**src/rtl/universal_shift_reg.sv**
```systemverilog
// ============================================================================
// Module  : universal_shift_reg
// Brief   : WIDTH-bit register with hold / shift right / shift left / load,
//           saturating shift counter and a one-cycle full-word done pulse.
// Rev     : 1.0  initial release
// ============================================================================
`default_nettype none

module universal_shift_reg #(
  parameter int              WIDTH     = 8,
  parameter logic [WIDTH-1:0] RESET_VAL = {WIDTH{1'b0}},
  parameter int              CW        = $clog2(WIDTH + 1)
) (
  input  logic             clk,
  input  logic             rst,
  input  logic             en,
  input  logic [1:0]       mode,
  input  logic [WIDTH-1:0] d,
  input  logic             ser_in_msb,
  input  logic             ser_in_lsb,
  output logic [WIDTH-1:0] q,
  output logic             ser_out_lsb,
  output logic             ser_out_msb,
  output logic [CW-1:0]    shift_cnt,
  output logic             done
);

  localparam logic [1:0] MODE_HOLD = 2'b00;
  localparam logic [1:0] MODE_SHR  = 2'b01;
  localparam logic [1:0] MODE_SHL  = 2'b10;
  localparam logic [1:0] MODE_LOAD = 2'b11;

  localparam logic [CW-1:0] CNT_MAX  = CW'(WIDTH);
  localparam logic [CW-1:0] CNT_LAST = CW'(WIDTH - 1);

  logic [WIDTH-1:0] q_q, q_d;
  logic [CW-1:0]    cnt_q, cnt_d;
  logic             done_q, done_d;
  logic             w_shift;

  assign w_shift = en && ((mode == MODE_SHR) || (mode == MODE_SHL));

  always_comb begin
    q_d    = q_q;
    cnt_d  = cnt_q;
    done_d = 1'b0;
    if (en) begin
      case (mode)
        MODE_HOLD: q_d = q_q;
        MODE_SHR:  q_d = {ser_in_msb, q_q[WIDTH-1:1]};
        MODE_SHL:  q_d = {q_q[WIDTH-2:0], ser_in_lsb};
        MODE_LOAD: begin
          q_d   = d;
          cnt_d = '0;
        end
        default:   q_d = q_q;
      endcase
    end
    // Counter saturates at WIDTH; done fires only on the WIDTH-1 -> WIDTH step.
    if (w_shift && (cnt_q != CNT_MAX)) begin
      cnt_d  = cnt_q + CW'(1);
      done_d = (cnt_q == CNT_LAST);
    end
  end

  always_ff @(posedge clk) begin
    if (rst) begin
      q_q    <= RESET_VAL;
      cnt_q  <= '0;
      done_q <= 1'b0;
    end else begin
      q_q    <= q_d;
      cnt_q  <= cnt_d;
      done_q <= done_d;
    end
  end

  assign q           = q_q;
  assign ser_out_lsb = q_q[0];
  assign ser_out_msb = q_q[WIDTH-1];
  assign shift_cnt   = cnt_q;
  assign done        = done_q;

endmodule

`default_nettype wire

```
**config.mk**
```make
export PLATFORM = sky130hd
export DESIGN_NAME = universal_shift_reg
export DESIGN_NICKNAME = d
export VERILOG_FILES = /design/src/rtl/universal_shift_reg.sv
export SDC_FILE = /design/constraint.sdc
export NUM_CORES = 1
export LEC_CHECK = 0
export BUFFER_PORTS_ARGS = -buffer_cell sky130_fd_sc_hd__buf_2
export CAP_MARGIN = 20
export CORE_MARGIN = 3
export CORE_UTILIZATION = 40
export CTS_CLUSTER_DIAMETER = 150
export CTS_CLUSTER_SIZE = 14
export DETAILED_ROUTE_END_ITERATION = 16
export GPL_ROUTABILITY_DRIVEN = 0
export PLACE_DENSITY_LB_ADDON = 0.12
export SYNTH_ARGS = -nofsm -noshare
export SYNTH_HDL_FRONTEND = slang
export SYNTH_SLANG_ARGS = --single-unit
```
**constraint.sdc**
```tcl
create_clock -name clk -period 1.7 [get_ports clk]
set_input_delay 0.085 -clock clk [delete_from_list [all_inputs] [get_ports clk]]
set_output_delay 0.085 -clock clk [all_outputs]
set_load 0.1 [all_outputs]
```
* Word level (Yosys, flattened, before mapping)
Cells that the tools add are included.
** Operators by class
- Reductions and logical operators :: 9
- $add $sub $neg :: 1
- Bitwise operators :: 2
- Eq/ne operators :: 5
- Mux-type cells :: 4
** Operator list (number)
- case mux 8 bit (3 select lines) :: 1
- two-way mux 4 bit :: 3
- adder 4 x 1 -> 4 bit, second input constant :: 1
- equality test 2 bit, second input constant :: 2
- equality test 4 x 3 -> 1 bit, second input constant :: 1
- inequality test 4 bit, second input constant :: 1
- AND reduction 2 bit :: 2
- nonzero test 2 bit :: 2
- equality test 2 x 1 -> 1 bit, second input constant :: 1
- logical AND 1 bit :: 2
- zero test 2 bit :: 1
- NOT 1 bit :: 2
- OR reduction 2 bit :: 1
- logical OR 1 bit :: 1
** Storage, ports and cells
- Output and inout port bits :: 15
- Register bits :: 13

* Longest topological paths before layout
Gate-level depths: netlist of run 1.
- Depth after elaboration :: 6
- Mapped depth :: 7

* Worst setup path before layout of run 1
OpenSTA, ideal clock, no wires.
- Kind :: flip-flop to flip-flop
- Start point :: reg cnt_q[0], in the netlist shift_cnt[0]
- End point :: reg cnt_q[3], in the netlist shift_cnt[3]
- Slack :: -0.215 ns
- Stages on the path, launching flop included :: 6
- Data required time :: 1.565 ns
- Data arrival time :: 1.780 ns
- Cells stage by stage :: dfxtp_1 -> inv_1 -> ha_1 -> and3b_1 -> o211ai_1 -> a31oi_1
** Between the ends
- Longest elaborated chain between the ends :: 4
- Elaborated cells on any way between the ends :: 7
- Those cells by class :: 1 x add/sub; 1 x eq/ne; 1 x mux; 4 x reduce/logical
** RTL lines
- start: declaration :: RTL line 37 : logic [CW-1:0] cnt_q, cnt_d;
- start signal: assignment :: RTL line 73 : cnt_q <= cnt_d;
- parallel branches: the longest is 4 deep, another holds adder 4 x 1 -> 4 bit
Several ways; the timed one is not identified.
A chain may end at the register's enable or synchronous reset.

* Worst setup path after layout of run 1
- Start point :: reg cnt_q[2], in the netlist shift_cnt[2]
- End point :: out shift_cnt[2]
** RTL lines
- end: declaration :: RTL line 24 : output logic [CW-1:0] shift_cnt,
No word-level cell between the ends.

==> impl_results.md, run 1 <==
* Min-Delay Path Class: primary input to flip-flop
* Seq cells post-synth at 13
* Antenna Nets Post-Route at 0
* Worst Max-Slew Pin Slew at 0.488 ns
* Routed length on met1 at 829 um
* Pins over their slew limit at 0
* Clock tree sinks at 13
* Post-Route WL at around 1.7 mm
* Post-Syn Instances at between 80 and 90
* Fin util at 0.522
* Most frequent cells in the layout: buf_2 (29), nand2_1 (11), dfxtp_1 (11), a22oi_1 (8)
* Synth Flop Type: dfxtp_1
* Hold_buf cts at 0
* Period minus WS final at 1.26 ns
* DP HPWL at between 1 and 1.5 mm
* Period Utilization, post-route at 0.739
* Yosys warning count at 0
* CTS tree: done
* Router iterations before antenna repair at 4
* Largest delay contributor family on the critical path: buffers and inverters
* I/O pins at 30
* Worst-path fanout max at 8
* Clock root buffer: clkbuf_4
* Worst setup SP type: flip-flop
* H-Tree Depth at 1
* Worst path required time at about 1.6 ns
* Register area at between 200 and 300 sq um
* Initial core utilization at 0.432
* Pre-CTS WS at approximately 0.5 ns
* Commonest non-fill, non-tap cell in the layout: buf_2
* WS Path Type: flip-flop to output pin
* Number of global-route vias before repair at around 600
* Clock-pin slew on the worst setup and hold paths at 0.08 ns
* Net Count, Synth at approximately 110
* Via density at around 5.2
* Syn avg cell area at 8.88 sq um
* Fillcell total at between 150 and 200
* Clock Latency Late Sink at between 0.2 and 0.3 ns
* Num CTS Buffers at 3
* Die Width at between 40 and 50 um
* Number of synthesized flops with an enable pin at 0
* Cell variety after synth at 26
* DRT iter0 DRCs at 10
* Register area share after synthesis at 0.345
* Max Root-Sink Buffers at 2
* Wire length on met2 at around 730 um
* Final setup fails at 0
* Number of placement rows at 15
* DIE AREA at 2440 sq um
* DRC viols at 0
* Slew headroom at 0.677
* Gr usage total at 0.137
* CP bufs+invs at 1
* Total congestion overflow at 0
* Post-layout nets at roughly 130
* Critical path, cell by cell: buf_2
* Final Hold Viols at 0
* Mapped Area at around 750 sq um
* Area of the core at 1750 sq um
* Fmax at approximately 800 MHz
* P&R area growth vs syn at 20.7%
* Initial antenna violation count at 0
* Pin count of the biggest net entering global routing at 17
* Port bufs at 29
* Global-route wire length before repair at between 2 and 3 mm
* Die H at 49.4 um
* CP arrival at between 1 and 1.5 ns
* Setup TNS at 0 ns
* Max_cap viols at 0
* Multi-input gate area at 423 sq um
* Drt wl/cell at about 12 um
* CTS resizes at 0
* DR WL met3 at approximately 90 um
* Setup Fix Bufs, Post-CTS at 0
* Final Skew at between 0.0003 and 0.0004 ns
* Layout cell share with drive strength beyond 1 at 0.366
* Antenna cells at 0
* Leakage power total at 0.389 nW
* Asr flop ratio synth at 0
* IR drop worst, VDD at 0.461 mV
* Setup crit end kind: output pin
* Final setup margin at ~0.44 ns
* RSZ-0062 raised after global routing: false
* Top layer reached by signal wires: met4
* Max incr delay on CP at ~0.47 ns
* Via count at around 720
* Status: complete, no violations
* Pwr/cell area at roughly 890 nW/um^2
* Slowest cell on the critical path: buf_2
-- worst min-delay path, stage by stage --
cell and delay [ns]:
buf_2 0.10, nand2_1 0.04, a311oi_1 0.08
-- layout make-up --
| class | instances | share of cell area |
|---|---|---|
| inverters | 4 | 0.0165 |
| multi-input cells | 61 | 0.464 |
| flip-flops and latches | 13 | 0.288 |
| clock buffers | 4 | 0.0288 |
| repair buffers | 30 | 0.168 |
| well taps | 25 | 0.0343 |
-- synthesized netlist by cell type (2+ instances only) --
library cell  count  area [sq um]
a311oi_1          6          52.6
buf_4             3          22.5
a21oi_1           2          10.0
nand2_1          11          41.3
nor2_1            6          22.5
nor2_2            2          12.5
ha_1              5          62.6
inv_1             4          15.0
a31oi_1           2          12.5
dfxtp_1          13           260
buf_2             2          10.0
a311oi_2          2          30.0
nand3_1           4          20.0
o211ai_1          3          22.5
nand3b_1          2          15.0
a22oi_1           8          60.1
-- logic make-up after synthesis --
logic type,count (synthesis),synth area share
flip-flops,13,0.345
AND/OR/NAND/NOR,33,0.229
buffers and inverters,11,0.0945
adder cells (fa/ha/maj),5,0.0829
AO/OA/AOI/OAI,23,0.249
-- sequential cells by signal, indices dropped and copies added (netlist names) --
register   count
q              8
shift_cnt      4
done           1
-- worst paths after layout --
path                     start           end  slack (ns)  cells after the start
hold reg to reg           q[7]          q[6]        0.52                      2
setup / recovery  shift_cnt[2]  shift_cnt[2]        0.44                      1
hold / removal      ser_in_msb          q[7]        0.08                      3
setup reg to reg  shift_cnt[0]  shift_cnt[1]        0.49                      5
-- report_power, final --
part           leakage, nW  internal (mW)  switching [mW]
Clock               0.0150         0.0908          0.0985
Combinational        0.266         0.0600           0.220
Sequential           0.107          0.323          0.0184
-- per-stage QoR --
stage	std cells	power [mW]	hold WS, ns	area [sq um]
final	137	0.811	0.0780	911
after global routing	137	0.857	0.0755	911
after CTS	137	0.826	0.0733	911
after detailed placement	133	0.629	0.370	885
after global placement	133	0.628	0.362	885
after floorplan	85	0.587	0.157	757
-- per-layer routing --
metal	vias up	track usage
li1	370	-
met1	326	0.184
met2	19	0.205
met3	2	0.0275
met4	0	0.0691
met5	-	0
(Power assumes the default switching activity.)
==> inputs of run 2 (changes only) <==
--- a/config.mk
+++ b/config.mk
@@ -5,6 +5,7 @@
 export SDC_FILE = /design/constraint.sdc
 export NUM_CORES = 1
 export LEC_CHECK = 0
+export ABC_AREA = 1
 export BUFFER_PORTS_ARGS = -buffer_cell sky130_fd_sc_hd__buf_2
 export CAP_MARGIN = 20
 export CORE_MARGIN = 3
==> constraint.sdc (replaced) <==
create_clock -name clk -period 1.2 [get_ports clk]
set_input_delay 0.06 -clock clk [delete_from_list [all_inputs] [get_ports clk]]
set_output_delay 0.06 -clock clk [all_outputs]
set_load 0.1 [all_outputs]
==> run 2 against run 1 <==
Compared with the run above: register-to-register slack worse by 0.40 ns; critical endpoint is now shift_cnt[0]; combinational power is 46% higher; count of clock-buffer cells in the layout is the same; routed wire length is 2.5% higher; sequential power increased by 43%; worst setup slack got worse by 0.39 ns; power rose by 44%; core utilization is 8.7 points higher; final cell count up 13%; critical path depth did not move; synthesized cell count increased by 16%; non-clock buffer count is 2 higher.
==> impl_results.md, run 2 <==
* Antenna cells at 0 (unchanged)
* Pins over their slew limit at 0 (unchanged)
* Via density at 4.95 (-5.4%)
* Layout cell share with drive strength beyond 1 at 0.435 (+0.0690)
* CTS tree: done
* Fmax at slightly below 900 MHz
* DIE AREA at 2370 sq um (-2.9%)
* Total congestion overflow at 0 (unchanged)
* DP HPWL at 1.28 mm (+1.6%)
* Worst setup SP type: flip-flop
* Number of synthesized flops with an enable pin at 0 (unchanged)
* Critical path, cell by cell: buf_2
* Pre-CTS WS at 0.113 ns (-0.374 ns)
* Worst Setup EP: shift_cnt[0]
* Max incr delay on CP at 0.43 ns (-0.04 ns)
* Worst r2r src: shift_cnt[0]
* DRC viols at 0 (unchanged)
* Simple logic cell fraction of the synthesized area at 0.232 (+0.00271)
* Crit path depth at 1 (unchanged)
* Port bufs at 29 (unchanged)
* Commonest non-fill, non-tap cell in the layout: buf_2
* H-Tree Depth at 1 (unchanged)
* Num CTS Buffers at 3 (unchanged)
* Die Width at 48.7 um (-1.5%)
* Synth area leaders: dfxtp_1 (36%), nand2_1 (12%), ha_1 (8.6%)
* DRT iter0 DRCs at 20 (+10)
* Mapped Area at 729 sq um (-3.3%)
* Slowest cell on the critical path: buf_2
* Worst-path fanout max at 6 (-2)
* Pwr/cell area at 1190 nW/um^2 (+34%)
* Area of the core at 1610 sq um (-7.7%)
* Yosys top cell area share at 0.357 (+0.0118)
* Gr usage total at 0.149 (+0.0123)
* Drt wl/cell at 11.0 um (-9.4%)
* Seq cells post-synth at 13 (unchanged)
* CP bufs+invs at 1 (unchanged)
* Leakage power total at 0.455 nW (+17%)
* Worst path required time at 1.14 ns (-0.48 ns)
* Die H at 48.7 um (-1.5%)
* Most numerous cell in the Yosys netlist: nand2_1
* Xor/xnor share of the synthesized area at 0.0120 (+0.0120)
* Final Hold Viols at 0 (unchanged)
* Worst Reg2Reg Path Length in Cells at 7 (+2)
* Asr flop ratio synth at 0 (unchanged)
* Worst Max-Slew Pin Slew at 0.491 ns (+0.00328 ns)
* IR drop worst, VDD at 0.631 mV (+37%)
* Number of placement rows at 14 (-1)
* Via count at 767 (+7.0%)
* Clock tree sinks at 13 (unchanged)
* Fin util at 0.609 (+0.0868)
* Setup crit end kind: output pin
* Max reg flops at 8 (unchanged)
* Clock root buffer: clkbuf_4
* P&R area growth vs syn at 34.5%
* I/O pins at 30 (unchanged)
* Synth Flop Type: dfxtp_1
* Most frequent cells in the layout: buf_2 (28), nand2_1 (24), a21oi_1 (12), dfxtp_2 (9)
* Yosys top cell by area: dfxtp_1
* Post-synthesis compound-gate area fraction at 0.213 (-0.0361)
* Final setup margin at 0.0496 ns (-0.395 ns)
* Post-layout nets at 152 (+14%)
* Register area share after synthesis at 0.357 (+0.0118)
* WS Path Type: flip-flop to output pin
* Fin area at 981 sq um (+7.7%)
* Antenna Nets Post-Route at 0 (unchanged)
* Worst flop-to-flop path endpoint: shift_cnt[0]
* RSZ-0062 raised after global routing: false
* CP arrival at 1.09 ns (-0.08 ns)
* Global-route wire length before repair at 2.90 mm (+12%)
* Cell variety after synth at 21 (-19%)
* Clock-pin slew on the worst setup and hold paths at 0.08 ns (about the same)
* Yosys warning count at 0 (unchanged)
* Min-Delay Path Class: primary input to flip-flop
* Final Skew at 0.00296 ns (+0.00260 ns)
* DP Area at 945 sq um (+6.8%)
* Max_cap viols at 0 (unchanged)
* Setup TNS at 0 ns (unchanged)
* Post-Syn Instances at 99 (+16%)
* Most frequent cells after synthesis: nand2_1 (24), dfxtp_1 (13), a21oi_1 (12)
* Router iterations before antenna repair at 4 (unchanged)
* Max Root-Sink Buffers at 2 (unchanged)
* Area share of fa/ha/maj cells after synthesis at 0.0858 (+0.00284)
* Status: complete, no violations
* Initial core utilization at 0.453 (+0.0204)
* Clock Latency Late Sink at 0.27 ns (about the same)
* Initial antenna violation count at 0 (unchanged)
* Net Count, Synth at 119 (+13%)
* CTS resizes at 0 (unchanged)
* Number of global-route vias before repair at 647 (+7.5%)
* Period minus WS final at between 1 and 1.5 ns
* Pin count of the biggest net entering global routing at 10 (-7)
* Period Utilization, post-route at 0.959
* Setup slack, reg-to-reg at 0.09 ns (-0.40 ns)
* Largest family of logic cells by synthesized area: simple AND/OR/NAND/NOR gates
* Crit path from: shift_cnt[0]
* Mux cell area share after synthesis at 0 (unchanged)
* Syn avg cell area at 7.37 sq um (-17%)
* Post-Route WL at 1.70 mm (+2.5%)
* Slew headroom at 0.675 (-0.00217)
* Final setup fails at 0 (unchanged)
* Largest delay contributor family on the critical path: buffers and inverters
-- run 2: area by class of cell --
type                            count  area (sq um)
Fill cell                         147           631
Multi-Input combinational cell     71           408
Sequential cell                    13           283
Timing Repair Buffer               32           185
Inverter                           11          48.8
Tap cell                           24          30.0
Clock buffer                        4          26.3
-- run 2: logic make-up after synthesis --
| family | after synthesis |
|---|---|
| AO/OA/AOI/OAI | 29 |
| XOR/XNOR | 1 |
| adder cells (fa/ha/maj) | 5 |
| AND/OR/NAND/NOR | 36 |
| buffers and inverters | 15 |
| flip-flops | 13 |
-- run 2: metal layers --
| layer | wire length (um) | part of all wire | GRT usage | vias up |
|---|---|---|---|---|
| met4 | 12 | 0.0071 | 0.0569 | 0 |
| met5 | 0 | 0 | 0 | - |
| met3 | 131 | 0.077 | 0.0368 | 2 |
| met2 | 697 | 0.41 | 0.195 | 27 |
| met1 | 856 | 0.50 | 0.228 | 341 |
| li1 | - | - | - | 397 |
-- run 2: through the flow --
step           std cells  power, mW  hold WS (ns)
2_1_floorplan         99      0.825         0.119
3_3_place_gp         150      0.901         0.284
3_5_place_dp         150      0.902         0.280
4_1_cts              155       1.18        0.0256
5_1_grt              155       1.23        0.0338
6_report             155       1.17        0.0318
-- run 2: worst min-delay path by stage --
stage | from | end | slack, ns | depth (start not counted)
finish | d[7] | q[7] | 0.03 | 3
global route | d[3] | q[3] | 0.03 | 3
CTS | d[7] | q[7] | 0.03 | 3
detailed placement | rst | shift_cnt[3] | 0.28 | 2
global placement | rst | shift_cnt[3] | 0.28 | 2
floorplan | rst | shift_cnt[1] | 0.12 | 1
-- run 2: what timing repair did --
item / CTS / global route
setup buffers: 0 / 0
endpoints found under the hold margin: 3 / 0
hold buffers: 1 / 0
-- run 2: where the power goes --
group | switching, mW | leakage (nW) | internal (mW)
logic | 0.322 | 0.328 | 0.0873
registers | 0.0279 | 0.112 | 0.458
clock network | 0.143 | 0.0150 | 0.128
total | 0.492 | 0.455 | 0.674
==> inputs of run 3 (changes only) <==
--- a/config.mk
+++ b/config.mk
@@ -8,6 +8,7 @@
 export ABC_AREA = 1
 export BUFFER_PORTS_ARGS = -buffer_cell sky130_fd_sc_hd__buf_2
 export CAP_MARGIN = 20
+export CORE_ASPECT_RATIO = 1.4
 export CORE_MARGIN = 3
 export CORE_UTILIZATION = 40
 export CTS_CLUSTER_DIAMETER = 150
==> run 3 against run 2 <==
Compared with the run above: sequential power about the same; critical endpoint unchanged; cell area decreased by 1.4%; clock skew increased by 0.0041 ns; worst setup slack got worse by 0.0090 ns; power decreased by 0.42%; via count increased by 0.26%; hold slack improved by 0.014 ns; maximum frequency decreased by 0.77%; first-iteration DRC count decreased by 15%.
==> impl_results.md, run 3 (synthesis gave the netlist of run 2 again) <==
* Status: complete, no violations
* Router iterations before antenna repair at 4 (unchanged)
* Clock power frac at 0.230 (-0.003)
* P&R area growth vs syn at 32.6%
* CTS tree: done
* Min-Delay Path Class: primary input to flip-flop
* Clock root buffer: clkbuf_4
* Max Root-Sink Buffers at 2 (unchanged)
* Area of the core at 1640 sq um (+1.6%)
* Final Hold Viols at 0 (unchanged)
* IR drop worst, VDD at 0.500 mV (-21%)
* Antenna cells at 0 (unchanged)
* Initial antenna violation count at 0 (unchanged)
* Fillcell total at 167 (+14%)
* Global-route wire length before repair at 3.14 mm (+8.3%)
* Period Utilization, post-route at 0.966 (+0.00748)
* Commonest non-fill, non-tap cell in the layout: buf_2
* DP HPWL at 1.46 mm (+14%)
* Slew headroom at 0.677 (+0.00172)
* Leakage power total at 0.450 nW (-1.1%)
* Crit path depth at 1 (unchanged)
* Number of placement rows at 17 (+3)
* Via count at 769 (+0.26%)
* Initial core utilization at 0.445 (-0.00726)
* Critical path, cell by cell: buf_2
* Pin count of the biggest net entering global routing at 10 (unchanged)
* Slowest cell on the critical path: buf_2
* Gr usage total at 0.165 (+0.0159)
* Worst Max-Slew Pin Slew at 0.488 ns (-0.00261 ns)
* WS Path Type: flip-flop to output pin
* CTS resizes at 0 (unchanged)
* Fin area at 967 sq um (-1.4%)
* Num CTS Buffers at 3 (unchanged)
* Period minus WS final at 1.16 ns (+0.00898 ns)
* Via density at 5.16 (+4.3%)
* Worst Reg2Reg Path Length in Cells at 7 (unchanged)
* Post-Route WL at 1.86 mm (+9.5%)
* Die Width at 42.1 um (-14%)
* Post-layout nets at 151 (-0.66%)
* Flop pwr share at 0.419 (+0.002)
* Fmax at 862 MHz (-0.77%)
* Max_cap viols at 0 (unchanged)
* Combinational power share at 0.351 (about the same)
* Setup Fix Bufs, Post-CTS at 0 (unchanged)
* CP arrival at 1.10 ns (about the same)
* Max reg flops at 8 (unchanged)
* Worst flop-to-flop path endpoint: shift_cnt[0]
* Max incr delay on CP at 0.43 ns (about the same)
* Worst Setup EP: shift_cnt[0]
* Layout cell share with drive strength beyond 1 at 0.431 (-0.00435)
* Clock Latency Late Sink at 0.27 ns (about the same)
* Setup crit end kind: output pin
* RSZ-0062 raised after global routing: false
* Worst path required time at 1.14 ns (about the same)
* Worst r2r src: shift_cnt[0]
* Most frequent cells in the layout: buf_2 (28), nand2_1 (24), a21oi_1 (12), dfxtp_2 (9)
* Final Skew at 0.00701 ns (+0.00406 ns)
* Clock-pin slew on the worst setup and hold paths at 0.08 ns (about the same)
* Final Power at 1.16 mW (-0.42%)
* Sw Pwr at 0.490 mW (-0.56%)
* Drt wl/cell at 12.5 um (+14%)
* Total congestion overflow at 0 (unchanged)
* Worst-path fanout max at 6 (unchanged)
* Port bufs at 29 (unchanged)
* Setup TNS at 0 ns (unchanged)
* Final Non-Filler Cells at 149 (-3.9%)
* Antenna Nets Post-Route at 0 (unchanged)
* DP Area at 931 sq um (-1.5%)
* Fin util at 0.591 (-0.0182)
* H-Tree Depth at 1 (unchanged)
* Worst setup SP type: flip-flop
* Placed Cells at 144 (-4.0%)
* Net Sw Frac at 0.422 (-0.000598)
* Pwr/cell area at 1200 nW/um^2 (+1.0%)
* Crit path from: shift_cnt[0]
* I/O pins at 30 (unchanged)
* Setup slack, reg-to-reg at 0.10 ns (about the same)
* Clock tree sinks at 13 (unchanged)
* Die H at 56.5 um (+16%)
* DRT iter0 DRCs at 17 (-15%)
* CP bufs+invs at 1 (unchanged)
* Final setup fails at 0 (unchanged)
* Pins over their slew limit at 0 (unchanged)
* Pint at 0.672 mW (-0.31%)
* Largest delay contributor family on the critical path: buffers and inverters
* Hold_buf cts at 1 (unchanged)
* DIE AREA at 2380 sq um (+0.29%)
* Number of global-route vias before repair at 771 (+19%)
* DRC viols at 0 (unchanged)
-- run 3: layout make-up --
type	instances	area (sq um)	area share
Sequential cell	13	283	0.292
Multi-Input combinational cell	71	408	0.422
Clock buffer	4	26.3	0.0272
Timing Repair Buffer	31	178	0.184
Inverter	11	48.8	0.0505
Tap cell	19	23.8	0.0246
-- run 3: metrics by stage --
stage | worst slack, ns | hold WS [ns]
final | 0.0406 | 0.0455
after global routing | 0.0148 | 0.0467
after CTS | 0.0319 | 0.0434
after detailed placement | 0.116 | 0.286
after global placement | 0.119 | 0.277
after floorplan | -0.00410 | 0.119
-- run 3: power by group through the flow --
stage / Combinational (mW) / Sequential, mW / Clock (mW)
floorplan: 0.149 / 0.676 / 0
global placement: 0.403 / 0.496 / 0
detailed placement: 0.407 / 0.497 / 0
CTS: 0.410 / 0.487 / 0.275
global route: 0.430 / 0.491 / 0.303
finish: 0.408 / 0.487 / 0.267
-- run 3: worst min-delay path by stage --
stage               from      endpoint  slack (ns)  depth (start not counted)
floorplan            rst  shift_cnt[1]        0.12                          1
global route        d[0]          q[0]        0.05                          3
CTS                 d[5]          q[5]        0.04                          3
global placement     rst  shift_cnt[1]        0.28                          2
detailed placement   rst  shift_cnt[3]        0.29                          2
finish              d[3]          q[3]        0.05                          3
-- run 3: metal layers --
metal / vias up / global-route usage / part of all wire / wire (um)
met5: - / 0 / 0 / 0
met4: 0 / 0.0667 / 0.0081 / 15
met3: 2 / 0.0353 / 0.058 / 108
met2: 21 / 0.310 / 0.53 / 984
met1: 352 / 0.173 / 0.40 / 751
li1: 394 / - / - / -
